### config.mk
export PLATFORM = sky130hd
export DESIGN_NAME = param_shift_reg
export DESIGN_NICKNAME = d
export VERILOG_FILES = /design/src/rtl/param_shift_reg.sv
export SDC_FILE = /design/constraint.sdc
export NUM_CORES = 1
export LEC_CHECK = 0
export CAP_MARGIN = 40
export CORE_ASPECT_RATIO = 0.8
export CORE_MARGIN = 2
export CORE_UTILIZATION = 40
export CTS_CLUSTER_SIZE = 12
export DETAILED_ROUTE_END_ITERATION = 7
export PLACE_DENSITY = 0.74
export SYNTH_ARGS = -nofsm -noshare
export SYNTH_HDL_FRONTEND = slang
export SYNTH_SLANG_ARGS = --single-unit
### constraint.sdc
create_clock -name clk -period 1.77 [get_ports clk]
set_input_delay 0.177 -clock clk [delete_from_list [all_inputs] [get_ports clk]]
set_output_delay 0.177 -clock clk [all_outputs]
set_load 0.01 [all_outputs]
### src/rtl/param_shift_reg.sv
// ============================================================================
// Module      : param_shift_reg
// Description : Multi-word shift register (hold / right / left / parallel load)
//               with clock enable, synchronous clear and saturating fill count.
// Revision    : 1.0 - initial release
// ============================================================================
`default_nettype none

module param_shift_reg #(
    parameter int               WIDTH   = 8,
    parameter int               DEPTH   = 4,
    parameter logic [WIDTH-1:0] RST_VAL = '0
) (
    input  logic                         clk,
    input  logic                         rst,
    input  logic                         en,
    input  logic                         clr,
    input  logic [1:0]                   mode,
    input  logic [WIDTH-1:0]             sin,
    input  logic [WIDTH*DEPTH-1:0]       pin,
    output logic [WIDTH*DEPTH-1:0]       q,
    output logic [WIDTH-1:0]             sout_r,
    output logic [WIDTH-1:0]             sout_l,
    output logic [$clog2(DEPTH+1)-1:0]   fill,
    output logic                         full
);

    localparam int                     FW         = $clog2(DEPTH + 1);
    localparam logic [FW-1:0]          c_FILL_MAX = FW'(DEPTH);
    localparam logic [WIDTH*DEPTH-1:0] c_Q_RST    = {DEPTH{RST_VAL}};

    localparam logic [1:0] c_MODE_HOLD  = 2'b00;
    localparam logic [1:0] c_MODE_RIGHT = 2'b01;
    localparam logic [1:0] c_MODE_LEFT  = 2'b10;
    localparam logic [1:0] c_MODE_LOAD  = 2'b11;

    logic [WIDTH*DEPTH-1:0] r_q;
    logic [WIDTH*DEPTH-1:0] w_shr;
    logic [WIDTH*DEPTH-1:0] w_shl;
    logic [FW-1:0]          r_fill;
    logic [FW-1:0]          w_fill_inc;

    // A single stage has no neighbours: both directions just capture sin.
    generate
        if (DEPTH == 1) begin : g_single
            assign w_shr = sin;
            assign w_shl = sin;
        end else begin : g_multi
            assign w_shr = {r_q[WIDTH*(DEPTH-1)-1:0], sin};
            assign w_shl = {sin, r_q[WIDTH*DEPTH-1:WIDTH]};
        end
    endgenerate

    assign w_fill_inc = (r_fill == c_FILL_MAX) ? r_fill : r_fill + 1'b1;

    always_ff @(posedge clk or posedge rst) begin
        if (rst) begin
            r_q    <= c_Q_RST;
            r_fill <= '0;
        end else if (clr) begin
            r_q    <= c_Q_RST;
            r_fill <= '0;
        end else if (en) begin
            case (mode)
                c_MODE_RIGHT: begin
                    r_q    <= w_shr;
                    r_fill <= w_fill_inc;
                end
                c_MODE_LEFT: begin
                    r_q    <= w_shl;
                    r_fill <= w_fill_inc;
                end
                c_MODE_LOAD: begin
                    r_q    <= pin;
                    r_fill <= c_FILL_MAX;
                end
                c_MODE_HOLD: begin
                    r_q    <= r_q;
                    r_fill <= r_fill;
                end
                default: begin
                    r_q    <= r_q;
                    r_fill <= r_fill;
                end
            endcase
        end
    end

    assign q      = r_q;
    assign sout_r = r_q[WIDTH*DEPTH-1 -: WIDTH];
    assign sout_l = r_q[WIDTH-1:0];
    assign fill   = r_fill;
    assign full   = (r_fill == c_FILL_MAX);

endmodule

`default_nettype wire

==> results of run 1 <==
[kinds of logic after synthesis]
group | share of synthesized area (%)
compound gates | 36.72
buf+inv | 14.91
flops | 40.94
simple gates | 4.503
fa+ha+maj | 2.924
[area by class of cell]
cell class / count / area, um^2
Inverter: 6 / 22.52
Tap cell: 62 / 77.57
Timing Repair Buffer: 107 / 1120
Clock inverter: 1 / 5.005
Multi-Input combinational cell: 118 / 944.7
Clock buffer: 6 / 82.58
Fill cell: 443 / 1966
Sequential cell: 35 / 875.8
[cells in the mapped netlist (2+ instances only)]
| master | n |
|---|---|
| sky130_fd_sc_hd__a21oi_1 | 26 |
| sky130_fd_sc_hd__a22o_1 | 32 |
| sky130_fd_sc_hd__o2bb2ai_1 | 32 |
| sky130_fd_sc_hd__buf_4 | 20 |
| sky130_fd_sc_hd__inv_1 | 6 |
| sky130_fd_sc_hd__ha_1 | 5 |
| sky130_fd_sc_hd__a21oi_2 | 6 |
| sky130_fd_sc_hd__nand3_1 | 2 |
| sky130_fd_sc_hd__nor2_1 | 2 |
| sky130_fd_sc_hd__dfrtp_1 | 35 |
| sky130_fd_sc_hd__buf_6 | 13 |
[worst min-delay path by stage]
| stage | endpoint | cells after the start | from | slack, ns |
|---|---|---|---|---|
| detailed placement | q[27] | 1 | q[27] | 0.52 |
| global placement | q[29] | 1 | q[29] | 0.52 |
| global route | q[30] | 3 | rst | 0.34 |
| floorplan | fill[2] | 1 | clr | 0.24 |
| CTS | fill[1] | 3 | rst | 0.30 |
| finish | fill[1] | 3 | rst | 0.29 |
[report_power, final]
part	total (mW)	leakage (nW)	switching, mW	internal [mW]
clock	0.586	0.0470	0.281	0.305
sequential	0.877	0.480	0.0418	0.836
combinational	0.520	0.737	0.220	0.301
total	1.98	1.26	0.542	1.44
[layer usage]
layer	part of all wire, %	global-route usage, %	wire [um]
met5	0	0	0
met2	46	30.90	2573
met1	45	27.86	2553
met4	1.2	6.349	68
met3	7.9	4.881	445
[sequential cells by signal, summed over array words and instances (netlist names)]
signal  count
fill        3
q          32
[worst register-to-register path, cell delays in order, from the launching register on]
cell	delay [ns]
sky130_fd_sc_hd__dfrtp_1	0.41
sky130_fd_sc_hd__inv_1	0.08
sky130_fd_sc_hd__ha_1	0.17
sky130_fd_sc_hd__nand3_1	0.19
sky130_fd_sc_hd__a211oi_1	0.30
sky130_fd_sc_hd__a41o_2	0.13
[timing repair]
item	in CTS	in global routing
resized for setup	1	0
setup endpoints to repair	1	0
hold endpoints to repair	0	0
[metrics by stage]
stage | area, um^2 | utilization [%]
after global placement | 3042 | 59.72
after global routing | 3128 | 61.41
final | 3128 | 61.41
after detailed placement | 3042 | 59.72
after CTS | 3128 | 61.41
after floorplan | 2140 | -
[layout by cell type, fill, tap and decap left out]
master                            Yosys  layout
sky130_fd_sc_hd__nor2_2               1       1
sky130_fd_sc_hd__inv_1                6       6
sky130_fd_sc_hd__a21oi_1             26      26
sky130_fd_sc_hd__clkdlybuf4s50_1      0      96
sky130_fd_sc_hd__ha_1                 5       5
sky130_fd_sc_hd__a41o_2               1       1
sky130_fd_sc_hd__o21ai_0              1       1
sky130_fd_sc_hd__a21oi_2              6       6
sky130_fd_sc_hd__nor2_1               2       2
sky130_fd_sc_hd__clkinv_2             0       1
sky130_fd_sc_hd__nand4b_1             1       1
sky130_fd_sc_hd__nor3_1               1       1
sky130_fd_sc_hd__clkbuf_8             0       6
sky130_fd_sc_hd__a22o_1              32      32
sky130_fd_sc_hd__o2bb2ai_1           32      32
sky130_fd_sc_hd__nand2_1              1       1
sky130_fd_sc_hd__nand2b_4             1       1
sky130_fd_sc_hd__a211oi_1             1       1
sky130_fd_sc_hd__nor2_8               1       1
sky130_fd_sc_hd__a311oi_1             1       1
sky130_fd_sc_hd__nand3_1              2       2
sky130_fd_sc_hd__buf_12               0       6
sky130_fd_sc_hd__dfrtp_1             35      35
sky130_fd_sc_hd__dlygate4sd2_1        0       1
sky130_fd_sc_hd__a211o_2              1       1
sky130_fd_sc_hd__buf_4               20       4
sky130_fd_sc_hd__nor2b_4              1       1
sky130_fd_sc_hd__and2_2               1       1
==> impl_summary.txt, run 1 <==
----------------------------------------------------
[Global route]
  Maximum number of pins on one net before global-route repair ... 36
  Initial antenna violation count ... 0
  GRT Resource Usage Total ... 20.09%
  First-pass GRT wire length ... 9618 um
  Remaining Overflow, GRT ... 0
  Vias in the first global route ... 1,874

[Floorplanning]
  Core area ... 5094 um^2
  Die width ... 85.77 um
  Starting utilization of the core area ... 42.00%
  Number of primary I/O pins ... 98
  Floorplan die height ... 69.42 um
  Std cell rows ... 23
  Area of the die ... 5954 um^2

[Critical path]
  Reg2Reg Setup Slack ... 0.43 ns
  Sequence of cells on the critical path ... inv_1, ha_1, and2_2, dlygate4sd2_1
  Endpoint of the most critical register-to-register path ... fill[1]
  Maximum fanout along the worst path ... 4
  Worst path buffer plus inverter count ... 2
  CP arrival ... 1.40 ns
  Data required time at the worst endpoint ... 1.59 ns
  Worst setup path endpoint ... full
  First element of the critical path ... fill[0]
  Worst Path Class, Setup ... reg2out
  R2r startpoint ... fill[0]
  Critical path launch point type ... flop
  Endpoint kind of the worst setup timing path ... primary output
  Number of cell instances on the worst register-to-register path ... 5
  Slowest Stage Delay on Critical Path ... 0.39 ns
  Total stage count of the critical path ... 4
  Crit path max-delay family ... flip-flops
  Slowest cell on the critical path ... sky130_fd_sc_hd__dfrtp_1

[Final layout]
  Area added between synthesis and finish ... 46.20%
  Diode insertion count for antenna repair ... 0
  Net count of the finished layout ... 324
  Layout cell share with drive strength beyond 1 ... 10.99%
  Count of non-filler cells in the finished layout ... 335

[Clocking]
  CTS tree ... yes
  Clock tree buffer depth ... 2
  CTS buffer count ... 5
  Clock Root Buffer ... sky130_fd_sc_hd__clkbuf_8
  Count of hold-fix buffers inserted at cts ... 0
  Clock insertion delay at the later pin of the skew report ... 0.29 ns
  Number of levels in the clock H-tree ... 2
  Clock slew at the register clock pins of the worst setup and hold paths ... 0.06 ns
  Number of clock sinks ... 35
  Post-CTS Setup Repair Bufs ... 0

[STA]
  Least setup slack across all paths after layout ... 0.1897 ns
  Aggregate negative setup slack ... 0 ns
  Setup repair after global routing missed its margin ... no
  Crit path time final ... 1.580 ns
  # setup viols final ... 0
  Number of pins with negative max-slew slack in the final report ... 0
  Final-report hold violation count ... 0
  Worst-Margin Slew ... 0.4608 ns
  Highest Clock Rate ... 632.8 MHz
  Share of the clock period used by the worst path after layout ... 89.28%
  Final worst hold slack ... 0.2883 ns
  Worst clock skew ... 0.003263 ns
  Tightest slew margin relative to the limit ... 69.28%

[Routing]
  Total number of vias ... 1,904
  WL per Instance ... 16.84 um
  Remaining number of nets flagged by the antenna check after routing ... 0
  Mean number of vias per cell ... 5.684
  DRC violation count after routing ... 9
  Number of iterations in the first detailed-routing pass ... 8
  Total Routed Length ... 5640 um
  Number of violations reported at the end of detailed-routing iteration 0 ... 115

[Logic synthesis]
  Top post-synthesis cells by area ... sky130_fd_sc_hd__dfrtp_1 41%, sky130_fd_sc_hd__a22o_1 13%, sky130_fd_sc_hd__o2bb2ai_1 13%
  Fraction of post-synthesis cell area in the top cell type by area ... 40.94%
  Count of cell types in the netlist ... 24
  Warnings from Yosys ... 0
  Synthesized net count ... 243
  Avg Inst Size Synth ... 11.14 um^2
  Post-Synthesis Cell Area ... 2140 um^2
  EDFF count, synth ... 0
  Number of cells produced by synthesis ... 192
  Primary FF master, synth ... sky130_fd_sc_hd__dfrtp_1
  Flops & latches, synth ... 35
  Sequential fraction of the synthesis area ... 40.94%
  Async SR Flop Fraction ... 100.0%
  Library cell occupying the most area in the post-synthesis netlist ... sky130_fd_sc_hd__dfrtp_1

[Placement]
  HPWL after detailed placement ... 3956 um
  Inst Count DP ... 328
  Weighted congestion reported at the end of routability-driven placement ... 0.7557
  Setup Slack @ Placement ... 0.01054 ns
  Number of buffers added on ports ... 97

[Power]
  Worst VDD drop ... 0.4040 mV
  Power, Total ... 1.983 mW
  Leakage power total ... 1.264 nW
  Power per Cell Area ... 634.1 nW/um^2

[Worst hold path]
  Classification of the worst-slack hold path ... in2async

[Run]
  Reported max-cap violation count ... 0

[Run status]
  Failing checks ... DRC
  Outcome ... finished, violations left

----------------------------------------------------
Note: power is estimated with default switching activity, not from simulation.
==> inputs of run 2 (changes only) <==
==> constraint.sdc (replaced) <==
create_clock -name clk -period 1.6 [get_ports clk]
set_input_delay 0.16 -clock clk [delete_from_list [all_inputs] [get_ports clk]]
set_output_delay 0.16 -clock clk [all_outputs]
set_load 0.01 [all_outputs]
==> run 2 against run 1 <==
  * The run still ends with DRC left
  * Worst hold slack lost 0.016 ns
  * Largest cell class unchanged
  * Highest routed layer unchanged
  * Non-clock buffer count grew 2
  * Wire length shrank 2.6%
  * First-iteration DRC count shrank 42%
  * Critical path depth is the same
==> impl_summary.txt, run 2 (same netlist as run 1, synthesis figures left out) <==
----------------------------------------------------
[Clocking]
  Clock insertion delay at the later pin of the skew report ... 0.28 ns (was 0.29 ns)
  Count of hold-fix buffers inserted at cts ... 0 (unchanged)
  Clock tree buffer depth ... 2 (unchanged)
  CTS buffer count ... 5 (unchanged)
  Number of levels in the clock H-tree ... 2 (unchanged)
  CTS tree ... yes (unchanged)
  Clock Root Buffer ... sky130_fd_sc_hd__clkbuf_8 (unchanged)
  Number of clock sinks ... 35 (unchanged)
  Clock slew at the register clock pins of the worst setup and hold paths ... 0.06 ns (about the same)

[Global route]
  Highest-utilization routing layer at the global route stage ... met2 (unchanged)
  First-pass GRT wire length ... 9114 um (was 9618 um)
  GRT Resource Usage Total ... 18.93% (was 20.09%)
  Met2 usage ... 28.47% (was 30.90%)
  Remaining Overflow, GRT ... 0 (unchanged)
  GRT met3 Usage ... 4.881% (unchanged)
  Vias in the first global route ... 1,820 (was 1,874)
  Met1 usage in global routing ... 27.31% (was 27.86%)
  Maximum number of pins on one net before global-route repair ... 36 (unchanged)
  Initial antenna violation count ... 0 (unchanged)

[Final layout]
  Area occupied by multi-input gates ... 944.7 um^2 (unchanged)
  Area added between synthesis and finish ... 45.61% (was 46.20%)
  Final std cell area, no fill ... 3115 um^2 (was 3128 um^2)
  Area used by sequential logic in the layout ... 875.8 um^2 (unchanged)
  Max FFs per register ... 32 (unchanged)
  Net count of the finished layout ... 326 (was 324)
  Layout filler cell count ... 432 (was 443)
  Diode insertion count for antenna repair ... 0 (unchanged)
  Commonest non-fill, non-tap cells in the layout ... 96 x sky130_fd_sc_hd__clkdlybuf4s50_1, 35 x sky130_fd_sc_hd__dfrtp_1, 32 x sky130_fd_sc_hd__a22o_1, 32 x sky130_fd_sc_hd__o2bb2ai_1, 26 x sky130_fd_sc_hd__a21oi_1 (unchanged)
  Most common cell after layout, fill and taps aside ... sky130_fd_sc_hd__clkdlybuf4s50_1 (unchanged)
  Layout cell share with drive strength beyond 1 ... 10.95% (was 10.99%)

[STA]
  Worst-Margin Slew ... 0.4558 ns (was 0.4608 ns)
  Worst clock skew ... 0.003958 ns (was 0.003263 ns)
  Tightest slew margin relative to the limit ... 69.61% (was 69.28%)
  Setup repair after global routing missed its margin ... no (unchanged)
  Number of pins with negative max-slew slack in the final report ... 0 (unchanged)
  Crit path time final ... 1.498 ns
  Share of the clock period used by the worst path after layout ... 93.62%
  Final-report hold violation count ... 0 (unchanged)
  Highest Clock Rate ... 667.6 MHz
  Final worst hold slack ... 0.2718 ns (was 0.2883 ns)
  # setup viols final ... 0 (unchanged)

[Floorplanning]
  Number of primary I/O pins ... 98 (unchanged)
  Die width ... 85.77 um (unchanged)
  Std cell rows ... 23 (unchanged)
  Starting utilization of the core area ... 42.00% (unchanged)
  Area of the die ... 5954 um^2 (unchanged)
  Core area ... 5094 um^2 (unchanged)
  Floorplan die height ... 69.42 um (unchanged)

[Placement]
  Placed cell areas ... 3037 um^2 (was 3042 um^2)
  Number of buffers added on ports ... 97 (unchanged)
  HPWL after detailed placement ... 3893 um (was 3956 um)
  Weighted congestion reported at the end of routability-driven placement ... 0.7631 (was 0.7557)

[Critical path]
  Data required time at the worst endpoint ... 1.44 ns (was 1.59 ns)
  First element of the critical path ... fill[1] (was fill[0])
  Worst Path Class, Setup ... reg2out (unchanged)
  Endpoint kind of the worst setup timing path ... primary output (unchanged)
  Critical path launch point type ... flop (unchanged)
  R2r startpoint ... fill[1] (was fill[0])
  CP arrival ... 1.34 ns (was 1.40 ns)
  Maximum fanout along the worst path ... 3 (was 4)
  Number of cell instances on the worst register-to-register path ... 5 (unchanged)
  Reg2Reg Setup Slack ... 0.28 ns (was 0.43 ns)
  Endpoint of the most critical register-to-register path ... fill[1] (unchanged)

[Power]
  Leakage power total ... 1.261 nW (was 1.264 nW)
  Worst VDD drop ... 0.4172 mV (was 0.4040 mV)
  Power, Total ... 2.131 mW (was 1.983 mW)
  Power per Cell Area ... 684.0 nW/um^2 (was 634.1 nW/um^2)

[Worst hold path]
  Classification of the worst-slack hold path ... in2async (unchanged)

[Routing]
  Remaining number of nets flagged by the antenna check after routing ... 0 (unchanged)
  DRC violation count after routing ... 9 (unchanged)
  Number of violations reported at the end of detailed-routing iteration 0 ... 67 (was 115)
  Mean number of vias per cell ... 5.542 (was 5.684)
  Total number of vias ... 1,862 (was 1,904)
  WL per Instance ... 16.36 um (was 16.84 um)
  Number of iterations in the first detailed-routing pass ... 7 (was 8)
  Total Routed Length ... 5496 um (was 5640 um)

[Run]
  Reported max-cap violation count ... 0 (unchanged)

[Run status]
  Outcome ... finished, violations left (unchanged)
  Failing checks ... DRC (unchanged)

----------------------------------------------------
## run 2: changes by cell type in the layout (fill, tap and decap cells not counted)
cell	delta
sky130_fd_sc_hd__buf_12	-1
sky130_fd_sc_hd__buf_4	+3
sky130_fd_sc_hd__clkbuf_1	+1
sky130_fd_sc_hd__clkbuf_8	-1
sky130_fd_sc_hd__clkinv_2	-1
## run 2: layout make-up
cell class	count	area share, %
Clock buffer	6	2.329
Inverter	6	0.7229
Multi-Input combinational cell	118	30.32
Sequential cell	35	28.11
Tap cell	62	2.490
Timing Repair Buffer	109	36.02
## run 2: routing by layer
layer  share of wire [%]  up-vias
met5                   0        -
met4                0.76        0
met3                 7.0        5
met2                  44       72
met1                  49      898
li1                    -      887
## run 2: worst max path at each step
stage                          to  slack [ns]  cells past startpoint
after CTS                    full        0.09                      4
after global routing         full        0.02                      4
after detailed placement    q[27]       -0.11                      7
final                        full        0.10                      4
after floorplan           fill[1]        0.36                      5
after global placement      q[26]       -0.08                      7
## run 2: worst max-delay path: stages (launching register included)
cell,delay [ns]
sky130_fd_sc_hd__dfrtp_1,0.37
sky130_fd_sc_hd__inv_1,0.07
sky130_fd_sc_hd__ha_1,0.18
sky130_fd_sc_hd__and2_2,0.16
sky130_fd_sc_hd__dlygate4sd2_1,0.27
## run 2: timing repair
action,CTS,global route
gates resized for setup,1,0
buffers inserted,1,0
setup endpoints to repair,1,0
hold endpoints to repair,0,0
## run 2: stage by stage
step | worst slack, ns | setup TNS (ns) | utilization (%) | instances
4_1_cts | 0.08539 | 0 | 61.16 | 336
6_report | 0.1021 | 0 | 61.16 | 336
2_1_floorplan | 0.3553 | 0 | - | 192
5_1_grt | 0.02360 | 0 | 61.16 | 336
3_3_place_gp | -0.08233 | -2.037 | 59.62 | 329
3_5_place_dp | -0.1141 | -3.015 | 59.62 | 329
## run 2: report_power, final
part           internal (mW)  switching (mW)  total (mW)
sequential             0.924          0.0441       0.969
combinational          0.333           0.241       0.574
clock                  0.290           0.299       0.589
total                   1.55           0.583        2.13
==> inputs of run 3 (changes only) <==
--- a/config.mk
+++ b/config.mk
@@ -11,7 +11,7 @@
 export CORE_UTILIZATION = 40
 export CTS_CLUSTER_SIZE = 12
 export DETAILED_ROUTE_END_ITERATION = 7
-export PLACE_DENSITY = 0.74
+export PLACE_DENSITY = 0.78
 export SYNTH_ARGS = -nofsm -noshare
 export SYNTH_HDL_FRONTEND = slang
 export SYNTH_SLANG_ARGS = --single-unit
==> run 3 against run 2 <==
  * The flow still finishes with violations (DRC)
  * Fmax up 0.90%
  * Worst setup slack better by 0.013 ns
  * Via count up 1.6%
  * Clock power down 1%
  * First-iteration DRC count up 55%
  * Core utilization down 0.29 points
  * Sequential share of layout area up 0.14 points
  * Wire length down 0.25%
  * Register-to-register slack about the same
  * Non-clock buffer count down 2
  * Critical endpoint unchanged
  * Highest routed layer unchanged
==> impl_summary.txt, run 3 (same netlist as run 1, synthesis figures left out) <==
----------------------------------------------------
[Run status]
  Outcome ... finished, violations left (unchanged)
  Failing checks ... DRC (unchanged)

[Power]
  Leakage power total ... 1.250 nW (was 1.261 nW)
  Worst VDD drop ... 0.3368 mV (was 0.4172 mV)
  Power per Cell Area ... 684.0 nW/um^2 (about the same)
  Power, Total ... 2.121 mW (was 2.131 mW)

[Global route]
  Remaining Overflow, GRT ... 0 (unchanged)
  Vias in the first global route ... 1,834 (was 1,820)
  Initial antenna violation count ... 0 (unchanged)
  First-pass GRT wire length ... 9273 um (was 9114 um)
  Maximum number of pins on one net before global-route repair ... 36 (unchanged)
  GRT Resource Usage Total ... 19.25% (was 18.93%)

[Critical path]
  Maximum fanout along the worst path ... 3 (unchanged)
  Critical path launch point type ... flop (unchanged)
  Endpoint kind of the worst setup timing path ... primary output (unchanged)
  Slowest Stage Delay on Critical Path ... 0.37 ns (about the same)
  Slowest cell on the critical path ... sky130_fd_sc_hd__dfrtp_1 (unchanged)
  Sequence of cells on the critical path ... inv_1, ha_1, and2_2, dlygate4sd2_1 (unchanged)
  Worst Path Class, Setup ... reg2out (unchanged)
  Data required time at the worst endpoint ... 1.44 ns (about the same)
  CP arrival ... 1.32 ns (was 1.34 ns)

[Placement]
  Weighted congestion reported at the end of routability-driven placement ... 0.7857 (was 0.7631)
  Number of buffers added on ports ... 97 (unchanged)
  HPWL after detailed placement ... 3831 um (was 3893 um)

[Routing]
  Number of iterations in the first detailed-routing pass ... 7 (unchanged)
  Total Routed Length ... 5482 um (was 5496 um)
  DRC violation count after routing ... 8 (was 9)
  WL per Instance ... 16.41 um (was 16.36 um)
  Total number of vias ... 1,891 (was 1,862)
  Mean number of vias per cell ... 5.662 (was 5.542)
  Remaining number of nets flagged by the antenna check after routing ... 0 (unchanged)
  Number of violations reported at the end of detailed-routing iteration 0 ... 104 (was 67)

[Clocking]
  CTS buffer count ... 5 (unchanged)
  Number of levels in the clock H-tree ... 2 (unchanged)
  Count of hold-fix buffers inserted at cts ... 0 (unchanged)
  Number of clock sinks ... 35 (unchanged)
  Clock tree buffer depth ... 2 (unchanged)
  Clock Root Buffer ... sky130_fd_sc_hd__clkbuf_8 (unchanged)
  Clock insertion delay at the later pin of the skew report ... 0.27 ns (was 0.28 ns)
  Clock slew at the register clock pins of the worst setup and hold paths ... 0.07 ns (was 0.06 ns)
  CTS tree ... yes (unchanged)

[STA]
  Crit path time final ... 1.484 ns (was 1.498 ns)
  Setup repair after global routing missed its margin ... no (unchanged)
  Tightest slew margin relative to the limit ... 69.75% (was 69.61%)
  # setup viols final ... 0 (unchanged)
  Share of the clock period used by the worst path after layout ... 92.78% (was 93.62%)
  Final worst hold slack ... 0.2802 ns (was 0.2718 ns)
  Highest Clock Rate ... 673.6 MHz (was 667.6 MHz)
  Final-report hold violation count ... 0 (unchanged)
  Worst-Margin Slew ... 0.4537 ns (was 0.4558 ns)
  Worst clock skew ... 0.002268 ns (was 0.003958 ns)
  Number of pins with negative max-slew slack in the final report ... 0 (unchanged)
  Aggregate negative setup slack ... 0 ns (unchanged)

[Final layout]
  Net count of the finished layout ... 324 (was 326)
  Area used by sequential logic in the layout ... 875.8 um^2 (unchanged)
  Commonest non-fill, non-tap cells in the layout ... 96 x sky130_fd_sc_hd__clkdlybuf4s50_1, 35 x sky130_fd_sc_hd__dfrtp_1, 32 x sky130_fd_sc_hd__a22o_1, 32 x sky130_fd_sc_hd__o2bb2ai_1, 26 x sky130_fd_sc_hd__a21oi_1 (unchanged)
  Area added between synthesis and finish ... 44.91% (was 45.61%)
  Area occupied by multi-input gates ... 944.7 um^2 (unchanged)
  Diode insertion count for antenna repair ... 0 (unchanged)
  Layout filler cell count ... 432 (unchanged)
  Most common cell after layout, fill and taps aside ... sky130_fd_sc_hd__clkdlybuf4s50_1 (unchanged)
  Layout cell share with drive strength beyond 1 ... 10.29% (was 10.95%)
  Max FFs per register ... 32 (unchanged)

[Worst hold path]
  Classification of the worst-slack hold path ... in2async (unchanged)

[Floorplanning]
  Starting utilization of the core area ... 42.00% (unchanged)
  Die width ... 85.77 um (unchanged)
  Area of the die ... 5954 um^2 (unchanged)
  Std cell rows ... 23 (unchanged)
  Core area ... 5094 um^2 (unchanged)
  Floorplan die height ... 69.42 um (unchanged)
  Number of primary I/O pins ... 98 (unchanged)

[Run]
  Reported max-cap violation count ... 0 (unchanged)

----------------------------------------------------
==> run 3: path summary, 6_finish.rpt <==
kind | from | slack [ns] | endpoint | depth (start not counted)
max reg2reg | fill[0] | 0.28 | fill[2] | 5
min in group clk | q[27] | 0.54 | q[27] | 1
max | fill[1] | 0.12 | full | 4
max in group asynchronous | rst | 0.99 | q[30] | 3
min reg2reg | q[27] | 0.54 | q[27] | 1
min | rst | 0.28 | fill[1] | 3
==> run 3: layout make-up <==
type,count,share of cell area [%]
Inverter,6,0.7264
Clock buffer,6,2.341
Sequential cell,35,28.25
Tap cell,62,2.502
Timing Repair Buffer,107,35.71
Multi-Input combinational cell,118,30.47
==> run 3: where the power goes <==
group,switching (mW),internal [mW]
Sequential,0.0448,0.924
Combinational,0.240,0.329
Clock,0.293,0.290
Total,0.578,1.54
==> run 3: stage by stage <==
step	worst slack (ns)	instance area (um^2)	cells	utilization, %
6_report	0.1155	3100	334	60.87
5_1_grt	0.03289	3100	334	60.87
4_1_cts	0.1029	3100	334	60.87
3_5_place_dp	-0.1501	3022	327	59.32
3_3_place_gp	-0.07140	3022	327	59.32
2_1_floorplan	0.3553	2140	192	-
==> run 3: repair_timing <==
item	CTS	global route
buffers inserted	1	0
setup endpoints to repair	1	0
gates resized for setup	1	0
==> run 3: worst max-delay path: cells and delay by family (launching register included) <==
family,cells,cell delay (ns)
flip-flops,1,0.37
AND/OR/NAND/NOR,1,0.16
buffers and inverters,2,0.33
adder cells (fa/ha/maj),1,0.18
==> run 3: per-layer routing <==
layer / share of wire (%) / global-route usage, %
met1: 46 / 26.87
met2: 46 / 29.34
met3: 7.9 / 6.310
met4: 0.44 / 3.880
met5: 0 / 0
==> patch 1, RTL diff (settings of run 3) <==
The parameter `DEPTH` goes from 4 to 8.
--- a/src/rtl/param_shift_reg.sv
+++ b/src/rtl/param_shift_reg.sv
@@ -8,7 +8,7 @@
 
 module param_shift_reg #(
     parameter int               WIDTH   = 8,
-    parameter int               DEPTH   = 4,
+    parameter int               DEPTH   = 8,
     parameter logic [WIDTH-1:0] RST_VAL = '0
 ) (
     input  logic                         clk,
Interface: changed (resized fill, pin and q); port bits go from 98 to 163. The function was not compared with the original's and may differ.
==> patch 1 against run 3 <==
Setup slack got worse by 0.084 ns. Synthesized area increased by 73%. Final area increased by 87%. Sequential cell count increased by 33. Die area increased by 69%. Power increased by 120%. Wire length increased by 130%. Critical path type unchanged. Critical endpoint is now fill[2]. Largest power group unchanged.
==> patch 1: results (changes against run 3) <==
* Status: complete, no violations (was finished, violations left)
* Vias per Instance at 6.01 (was 5.66)
* Total routed wirelength at 12,900 µm (was 5480 µm)
* Slew @ Worst Pin at 0.385 ns (was 0.454 ns)
* First-pass GRT wire length at 20,500 µm (was 9270 µm)
* Root buffer cell: clkbuf_16 (was clkbuf_8)
* DR WL met3 at 1170 µm (was 432 µm)
* Clock buffer count from CTS at 9 (was 5)
* Dpl hpwl at 9290 µm (was 3830 µm)
* Post-synthesis cell type count at 29 (was 24)
* Crit path max fanout at 7 (was 3)
* Clock latency on the worst-skew pair at 0.32 ns (was 0.27 ns)
* Met3 Use GR at 7.15% (was 6.31%)
* Post-Syn Nets at 427 (was 243)
* Crit path max-delay family: buffers and inverters (was flip-flops)
* # rows at 31 (was 23)
* Post-CTS setup buffers at 0 (was 1)
* Dpl cells at 598 (was 327)
* Synth Area in Compound Gates at 40.4% (was 36.7%)
* Met2 wire len at 5960 µm (was 2510 µm)
* Filler Cell Count at 745 (was 432)
* CP max stage cell: clkdlybuf4s50_1 (was dfrtp_1)
* DP Area at 5530 µm² (was 3020 µm²)
* DR iter-0 viols at 417 (was 104)
* Max rail drop VDD at 586 µV (was 337 µV)
* Worst path max stage delay at 0.60 ns (was 0.37 ns)
* Routing usage on met2 at 39.3% (was 29.3%)
==> patch 1: area by class of cell <==
type / instances / area (µm²) / share of cell area (%)
Clock inverter: 4 / 25.0 / 0.430
Sequential cell: 68 / 1700 / 29.3
Inverter: 7 / 30.0 / 0.517
Timing Repair Buffer: 190 / 1960 / 33.8
Tap cell: 115 / 144 / 2.48
Multi-Input combinational cell: 218 / 1700 / 29.2
Clock buffer: 11 / 253 / 4.35
==> patch 1: timing repair <==
action / in CTS / in global routing
setup endpoints to repair: 1 / 2
gates resized for setup: 1 / 3
hold endpoints to repair: 0 / 0
==> patch 1: through the flow <==
step	TNS [ns]	utilization (%)	setup WS [ns]
after CTS	0	64.3	0.000819
after floorplan	0	-	0.0848
after detailed placement	-12.10	61.2	-0.265
after global placement	-9.87	61.2	-0.213
after global routing	0	64.3	0.00425
final	0	64.3	0.0320
==> patch 1: power by group <==
group          leakage (nW)  switching, mW  internal, mW
Combinational          1.29          0.457         0.571
Sequential            0.934         0.0897          1.79
Clock                 0.133          0.725          1.12
==> patch 2, RTL diff (config.mk and constraints of run 3) <==
Without the edit above. Reset style: synchronous (`rst`), changed in one clocked block.
--- a/src/rtl/param_shift_reg.sv
+++ b/src/rtl/param_shift_reg.sv
@@ -53,7 +53,7 @@
 
     assign w_fill_inc = (r_fill == c_FILL_MAX) ? r_fill : r_fill + 1'b1;
 
-    always_ff @(posedge clk or posedge rst) begin
+    always_ff @(posedge clk) begin
         if (rst) begin
             r_q    <= c_Q_RST;
             r_fill <= '0;
Check against the original RTL: differs if rst is asserted again (counterexample within 4 cycles, from zero or initial values and one cycle with rst high); with rst held inactive, the same outputs for 10 cycles.
==> patch 2 against run 3 <==
Sequential cell count unchanged. Final area shrank 4.8%. Setup slack got worse by 0.074 ns. Cell count is 11% higher. Register-to-register slack worse by 0.11 ns. Wire length decreased by 4.4%. Synthesized area down 14%. Die area shrank 13%. Count of clock-buffer cells in the layout increased by 2. Power increased by 0.32%. Critical endpoint is now fill[1]$_SDFFE_PP0P_. Largest cell class unchanged. Highest routed layer unchanged.
==> patch 2: results (changes against run 3) <==
* WHS at 0.471 ns (was 0.280 ns)
* Share of cells above drive strength 1 at 9.97% (was 10.3%)
* Post-CTS setup buffers at 0 (was 1)
* Synth async-reset ratio at 0% (was 100%)
* Crit path max-delay family: simple AND/OR/NAND/NOR gates (was flip-flops)
* Hold EP: q[7]$_SDFFE_PP0P_
* Synth top cells by count: 35 x dfxtp_1, 32 x nand2_1, 31 x a22oi_1, 31 x a31oi_1, 30 x o21ai_1 (was 35 x dfrtp_1, 32 x a22o_1, 32 x o2bb2ai_1)
* Post-Syn Nets at 277 (was 243)
* Synth Instances at 226 (was 192)
* Largest net degree at the start of global routing at 37 (was 36)
* Dpl hpwl at 3790 µm (was 3830 µm)
* Routed wire per std cell at 14.1 µm (was 16.4 µm)
* Worst r2r dst: fill[1]$_SDFFE_PP0P_ (was fill[2]$_DFFE_PP0P_)
* RD Place Congestion at 0.817 (was 0.786)
* Slew HR at 78.8% (was 69.8%)
* Fraction of the mapped netlist area in adder cells at 3.39% (was 2.92%)
* M1 WL at 2400 µm (was 2510 µm)
* Worst Skew at 0.00361 ns (was 0.00227 ns)
* Primary FF master, synth: dfxtp_1 (was dfrtp_1)
* Initial antenna violation count at 0 (unchanged)
* DP Area at 2850 µm² (was 3020 µm²)
* Top area cells in the synthesized netlist: dfxtp_1 38%, a22oi_1 13%, a31oi_1 11% (was dfrtp_1 41%, a22o_1 13%, o2bb2ai_1 13%)
* Routing usage on met2 at 33.6% (was 29.3%)
* Max rail drop VDD at 424 µV (was 337 µV)
* Pleak at 1.05 nW (was 1.25 nW)
* Register area share after synthesis at 38.0% (was 40.9%)
* Met3 Use GR at 5.15% (was 6.31%)
* Synth Area in Compound Gates at 34.4% (was 36.7%)
* Crit path launch: mode[0] (was fill[1]$_DFFE_PP0P_)
* GRT Total Usage at 20.9% (was 19.3%)
* Worst Slack Setup Final at 0.0414 ns (was 0.116 ns)
* Hold Crit Class: input port to flop (was input port to async pin)
* 1st-pass router iterations at 4 (was 7)
* Worst EP arrival at 1.77 ns (was 1.32 ns)
* DR iter-0 viols at 88 (was 104)
* R2R setup slack at 0.17 ns (was 0.28 ns)
* Setup crit end kind: flop (was output port)
* Vias at 1,987 (was 1,891)
* Vias in the first global route at 1,867 (was 1,834)
* Dpl cells at 363 (was 327)
* R2R Path Start: fill[1]$_SDFFE_PP0P_ (was fill[0]$_DFFE_PP0P_)
* DR WL met3 at 334 µm (was 432 µm)
* Status: complete, no violations (was finished, violations left)
* Vias per Instance at 5.36 (was 5.66)
* Largest register FFs at 32 (unchanged)
* CTS Buffer Depth at 2 (unchanged)
* First-pass GRT wire length at 8690 µm (was 9270 µm)
* M1 GR Usage at 28.2% (was 26.9%)
* Worst path max stage delay at 0.48 ns (was 0.37 ns)
* Post-synthesis cell type count at 26 (was 24)
* Post-CTS resize count at 2 (was 1)
* CP max stage cell: clkdlybuf4s50_1 (was dfrtp_1)
* Post-route DRC at 0 (was 8)
* Pre-CTS setup slack at -0.283 ns (was -0.150 ns)
* Met2 wire len at 2470 µm (was 2510 µm)
[patch 2: cell types whose count changed in the layout (fill, tap and decap cells not counted), sizes merged, moves of 28 or more]
cell | before | now
dfrtp | 35 | 0
o2bb2ai | 32 | 0
a22o | 32 | 0
a21oi | 32 | 4
nand2 | 1 | 32
dfxtp | 0 | 35
a22oi | 0 | 31
a31oi | 0 | 31
o21ai | 1 | 34
[patch 2: area by class of cell]
type / instances / area [µm²]
Fill cell: 406 / 1560
Timing Repair Buffer: 114 / 1150
Multi-Input combinational cell: 150 / 910
Sequential cell: 35 / 702
Clock buffer: 8 / 100
Tap cell: 60 / 75.1
Inverter: 4 / 15.0
[patch 2: where the power goes]
part           internal (mW)  switching [mW]  leakage, nW  total [mW]
combinational          0.282           0.206        0.711       0.488
sequential             0.906          0.0348        0.286       0.941
clock                  0.393           0.306       0.0515       0.699
total                   1.58           0.547         1.05        2.13
